==> config.mk <==
export PLATFORM = sky130hd
export DESIGN_NAME = fetch_decode_unit
export DESIGN_NICKNAME = d
export VERILOG_FILES = /design/src/rtl/fetch_decode_unit.sv
export SDC_FILE = /design/constraint.sdc
export NUM_CORES = 1
export LEC_CHECK = 0
export ABC_AREA = 1
export CAP_MARGIN = 15
export CORE_MARGIN = 2
export CORE_UTILIZATION = 25
export CTS_CLUSTER_SIZE = 24
export DETAILED_ROUTE_END_ITERATION = 16
export PLACE_DENSITY = 0.7
export SKIP_CTS_REPAIR_TIMING = 1
export SLEW_MARGIN = 5
export SYNTH_ARGS = -nofsm -noshare
export SYNTH_HDL_FRONTEND = slang
export SYNTH_SLANG_ARGS = --single-unit
==> constraint.sdc <==
create_clock -name clk -period 4 [get_ports clk]
set_input_delay 0.6 -clock clk [delete_from_list [all_inputs] [get_ports clk]]
set_output_delay 0.6 -clock clk [all_outputs]
set_load 0.03 [all_outputs]
==> src/rtl/fetch_decode_unit.sv <==
// Fetch/decode: 10-bit PC, 16-entry branch-target table, accumulator-ISA decoder.
// Optional macro FETCH_HALT_EN: op 1111 with s=1 freezes the PC until reset.
module fetch_decode_unit #(
    parameter int D = 10,
    parameter logic [16*D-1:0] PC_TABLE = {
        10'd960, 10'd896, 10'd832, 10'd768,
        10'd704, 10'd640, 10'd576, 10'd512,
        10'd448, 10'd384, 10'd320, 10'd256,
        10'd192, 10'd128, 10'd64,  10'd0
    }
) (
    input  logic         clk,
    input  logic         reset,
    input  logic [8:0]   mach_code,
    input  logic [7:0]   datA,
    input  logic [7:0]   datB,
    input  logic [7:0]   mem_out,
    input  logic [7:0]   mem_lut_out,
    input  logic [7:0]   alu_rslt,
    output logic [D-1:0] prog_ctr,
    output logic [3:0]   regA,
    output logic [3:0]   regB,
    output logic [3:0]   wr_addr,
    output logic         RegWrite,
    output logic         MemWrite,
    output logic         MemtoReg,
    output logic         ALUSrc,
    output logic         Branch,
    output logic [3:0]   ALUOp,
    output logic [7:0]   dat_in,
    output logic [7:0]   mem_in,
    output logic [7:0]   mem_addr,
    output logic [4:0]   immed,
    output logic [3:0]   pc_immed
);

    logic [3:0]   op;
    logic         s;
    logic [3:0]   r;
    logic [D-1:0] target;
    logic [D-1:0] pc_q, pc_d;
    logic         halt_active;

    assign op       = mach_code[8:5];
    assign s        = mach_code[4];
    assign r        = mach_code[3:0];
    assign immed    = mach_code[4:0];
    assign pc_immed = mach_code[3:0];
    assign target   = PC_TABLE[pc_immed*D +: D];
    assign prog_ctr = pc_q;

    always_comb begin
        regA     = 4'd0;
        regB     = r;
        wr_addr  = 4'd0;
        RegWrite = 1'b0;
        MemWrite = 1'b0;
        MemtoReg = 1'b0;
        ALUSrc   = 1'b0;
        Branch   = 1'b0;
        ALUOp    = 4'd0;
        dat_in   = alu_rslt;
        mem_in   = datA;
        mem_addr = 8'd0;
        if (!op[3]) begin
            ALUOp    = op;
            RegWrite = 1'b1;
            if (s) wr_addr = r;
        end else begin
            case (op[2:0])
                3'b000: begin
                    ALUSrc   = 1'b1;
                    RegWrite = 1'b1;
                end
                3'b001: begin
                    mem_addr = mem_lut_out;
                    dat_in   = mem_out;
                    MemtoReg = 1'b1;
                    RegWrite = 1'b1;
                end
                3'b010: begin
                    mem_addr = datB;
                    dat_in   = mem_out;
                    MemtoReg = 1'b1;
                    RegWrite = 1'b1;
                end
                3'b011: begin
                    mem_addr = mem_lut_out;
                    MemWrite = 1'b1;
                end
                3'b100: begin
                    mem_addr = datB;
                    MemWrite = 1'b1;
                end
                3'b101: begin
                    RegWrite = 1'b1;
                    if (s) begin
                        wr_addr = r;
                        dat_in  = datA;
                    end else begin
                        dat_in  = datB;
                    end
                end
                3'b110: Branch = s ? (datA != 8'd0) : (datA == 8'd0);
                default: Branch = ~s;
            endcase
        end
    end

`ifdef FETCH_HALT_EN
    // Once a HALT is seen the PC stays frozen until reset.
    logic halted_q, halted_d;

    always_comb begin
        halted_d    = halted_q | ((op == 4'hF) & s);
        halt_active = halted_d;
    end

    always_ff @(posedge clk or negedge reset) begin
        if (!reset) halted_q <= 1'b0;
        else        halted_q <= halted_d;
    end
`else
    assign halt_active = 1'b0;
`endif

    always_comb begin
        pc_d = pc_q + D'(1);
        if (halt_active)  pc_d = pc_q;
        else if (Branch)  pc_d = target;
    end

    always_ff @(posedge clk or negedge reset) begin
        if (!reset) pc_q <= '0;
        else        pc_q <= pc_d;
    end

endmodule

## Word-level counts from Yosys, hierarchy flattened

Index checks and enable logic that the tools add are counted.

| word-level totals | value |
|---|---|
| bits in registers | 10 |
| bits in latches | 0 |
| RAM bits | 0 |
| bits in read-only memories | 0 |
| input port bits | 51 |
| output and inout bits | 64 |
| word-level logic and storage cells | 41 |
| memories kept | 0 |

| cells by class | value |
|---|---|
| add/subtract/negate cells | 1 |
| multipliers | 1 |
| divide/modulo/power cells | 0 |
| magnitude comparators | 0 |
| equality and inequality tests | 6 |
| shift operators | 1 |
| muxes and demuxes | 21 |
| bitwise gates (word level) | 1 |
| reduce and logical (&&, ||, !) cells | 9 |

Operators by type and width:

| kind | count |
|---|---|
| $shiftx A160 B9 Y10 const A | 1 |
| $pmux W8 S2 | 2 |
| $mux W8 | 3 |
| $mux W4 | 3 |
| $add A10 B1 Y10 const B | 1 |
| $mux W1 | 10 |
| $mux W10 | 1 |
| $eq A3 B3 Y1 const B | 3 |
| $logic_not A8 Y1 | 1 |
| $reduce_bool A8 Y1 | 1 |
| $reduce_or A2 Y1 | 4 |
| $mul A4 B3 Y7 const B | 1 |
| $eq A3 B2 Y1 const B | 2 |
| $reduce_or A6 Y1 | 1 |
| $reduce_or A4 Y1 | 1 |
| $eq A3 B1 Y1 const B | 1 |
| $logic_not A3 Y1 | 1 |
| $mux W3 | 1 |
| $pmux W1 S2 | 1 |
| $not A1 Y1 | 1 |

## Depth between registers and ports, before layout

| depth | value |
|---|---|
| depth after elaboration | 5 |
| gate-level depth with buffers | 9 |

## Worst setup path before layout

OpenSTA, ideal clock, no wires.

| path | value |
|---|---|
| path type | input port to output port |
| start | in mach_code[7] |
| end | out dat_in[0] |
| data arrival time | 1.750 ns |
| data required time | 3.400 ns |
| slack | 1.650 ns |
| stages on the path | 4 |
| cells stage by stage | buf_4 -> nor4_4 -> nand2_1 -> nand3_1 |

| between the ends | value |
|---|---|
| word-level cells in the longest chain between the ends | 4 |

RTL lines:

| element | line | text |
|---|---|---|
| from (decl) | 14 | `input logic [8:0] mach_code,` |
| $eq A3 B2 Y1 or $eq A3 B1 Y1 (tied branches) | 70 | `case (op[2:0])` |
| $reduce_or A2 Y1 (no line) | -- |  |
| $pmux W8 S2 * | 70 |  |
| $mux W8 * | 65 | `if (!op[3]) begin` |
| to (decl) | 30 | `output logic [7:0] dat_in,` |

Every way passes the cells marked *; elsewhere a longest branch is shown, timed or not.

## Worst setup path after layout

| path | value |
|---|---|
| start | in mach_code[7] |
| end | out dat_in[3] |

The elaborated chain is that of the path after synthesis.

==> metrics.yaml <==
synth_edf_count: 0
synthArstFlopShare_pct: 100
clock_latency_ns: 0.24
grt_pass1_vias: 1590
worstSetupStartpoint: "mach_code[7]"
die_h_um: 76.3
htree_levels: 1
pwr-share-clk_pct: 16.9
p_switching_uw: 333
dpl_cell_area_sq_um: 2290
drc: 0
num_rows: 26
required_ns: 3.40
grt_max_degree: 19
largest_reg_flops: 10
portBuffers: 109
status: "complete, no violations"
viasPerCell: 4.47
dr.pass1.iters: 4
final_nets: 355
cell_internal_pwr_uw: 425
syn_inst: 215
reg2reg_from: "prog_ctr[0]"
worstRegToRegCells: 8
gp_congestion: 0.798
dpl.hpwl_mm: 3.75
cts_buffers: 3
grt.total_usage_pct: 15.0
min_period_over_period_pct: 88.3
fmax_mhz: 283
skew_ns: 0.00160
finalHoldViolations: 0
yosysWarnings: 0
core_area_sq_um: 5070
pwr-share-comb_pct: 59.8
cts.path.max_buffers: 2
overflow: 0
rrSetupSlack_ns: 2.49
post-route-cell-area_sq_um: 2350
grt_setup_unrepaired: "no"
drv_slew: 0
maxCapViolCount: 0
hp-class: "reg2reg"
swShare_pct: 43.9
num_vias: 1663
cts_tree: "built"
grt_pass1_wl_mm: 7.31
arrival_ns: 2.93
antenna_found_initial: 0
dieArea_sq_um: 5820
yosysSeqAreaShare_pct: 19.1
root_buffer: "clkbuf_8"
worst_setup_path_end_kind: "primary output"
p_seq_share_pct: 23.4
detail-route-antenna-nets: 0
synth.avg_cell_area_sq_um: 6.08
tns_ns: 0
worstMarginPinSlew_ns: 0.680
hold_ws_ns: 0.572
synth_cell_types: 26
ir_drop_uv: 211
drive_above_1_share_pct: 4.97
cp-start-kind: "input pin"
start_util_pct: 25.8
synth_flop_cell: "dfrtp_1"
cellPowerDensity_nw_per_um2: 323
clk_pin_slew_ns: 0.05
layout_commonest_cell: "clkdlybuf4s50_1"
wire_per_inst_um: 12.0
ys_seq_elements: 10
syn_area_sq_um: 1310
die_w_um: 76.3
final_cell_mix: "clkdlybuf4s50_1, nand2_1, nor2_1, inv_1, nand3_1"
finalSetupViolations: 0
period_needed_ns: 3.53
diodes: 0
cp-endpoint: "dat_in[3]"
max-slew-margin-rel_pct: 54.6
first_iter_violations: 47
path_max_fanout: 15
wl_mm: 4.48
path_class: "in2out"
ios: 115
leakage_uw: 0.000995
clock-sinks: 10
syn_to_final_growth_pct: 79.4
worstReg2RegEnd: "prog_ctr[8]"
[worst max-delay path: stages]
cell             delay, ns
clkdlybuf4s50_1       0.64
inv_2                 0.19
o2111ai_1             0.60
nand2_1               0.10
nand3_1               0.11
clkdlybuf4s50_1       0.68
[area by class of cell]
| class | count | area, sq um |
|---|---|---|
| Fill cell | 545 | 2730 |
| Timing Repair Buffer | 111 | 1110 |
| Multi-Input combinational cell | 151 | 749 |
| Sequential cell | 10 | 250 |
| Inverter | 26 | 97.6 |
| Tap cell | 70 | 87.6 |
| Clock buffer | 4 | 55.1 |
[Yosys cell counts, types with 2 or more instances]
cell	instances	share of area, %
buf_4	27	16
inv_1	21	6.0
nand2_1	56	16
buf_2	3	1.1
nor2_1	21	6.0
xnor2_1	3	2.0
nand3_1	21	8.0
inv_2	4	1.1
dfrtp_1	10	19
o21ai_0	2	0.77
nand4_1	13	6.2
o211ai_1	9	5.2
clkbuf_1	2	0.57
nor3_1	3	1.1
a21oi_1	9	3.4
[through the flow]
step	power, uW	utilization (%)	worst slack [ns]	std cells
after global routing	809	46.2	0.295	372
after global placement	628	45.1	0.523	368
after detailed placement	634	45.1	0.463	368
after CTS	764	46.2	0.456	372
after floorplan	446	-	1.65	219
final	759	46.2	0.468	372
[how the worst min path moves through the flow]
stage                 from  cells after the start     endpoint
3_3_place_gp   prog_ctr[0]                      1  prog_ctr[0]
5_1_grt        prog_ctr[0]                      1  prog_ctr[0]
4_1_cts        prog_ctr[0]                      1  prog_ctr[0]
6_report       prog_ctr[0]                      1  prog_ctr[0]
3_5_place_dp   prog_ctr[0]                      1  prog_ctr[0]
2_1_floorplan        reset                      0  prog_ctr[0]
[power groups by stage]
stage	clock, uW	combinational [uW]	sequential (uW)
after floorplan	0	204	242
after global placement	0	449	178
after detailed placement	0	455	179
after CTS	130	457	177
after global routing	136	489	184
final	128	453	177
[kinds of logic after synthesis]
| group | count (synthesis) | synth area share (%) |
|---|---|---|
| buffers and inverters | 58 | 24.7 |
| DFF | 10 | 19.1 |
| and+or+nand+nor | 119 | 41.6 |
| other | 1 | 0.287 |
| xor gates and xnor gates | 4 | 2.68 |
| AOI/OAI and AO/OA | 22 | 10.6 |
| adders and majority gates | 1 | 0.957 |
[layer usage]
metal  GRT usage [%]  routed length [um]  up-vias
met5               0                   0        -
li1                -                   -      849
met1            17.0                1790      743
met2            28.9                2360       69
met4            2.73                  21        0
met3            3.20                 310        2
Power figures use the tool's default switching activity.
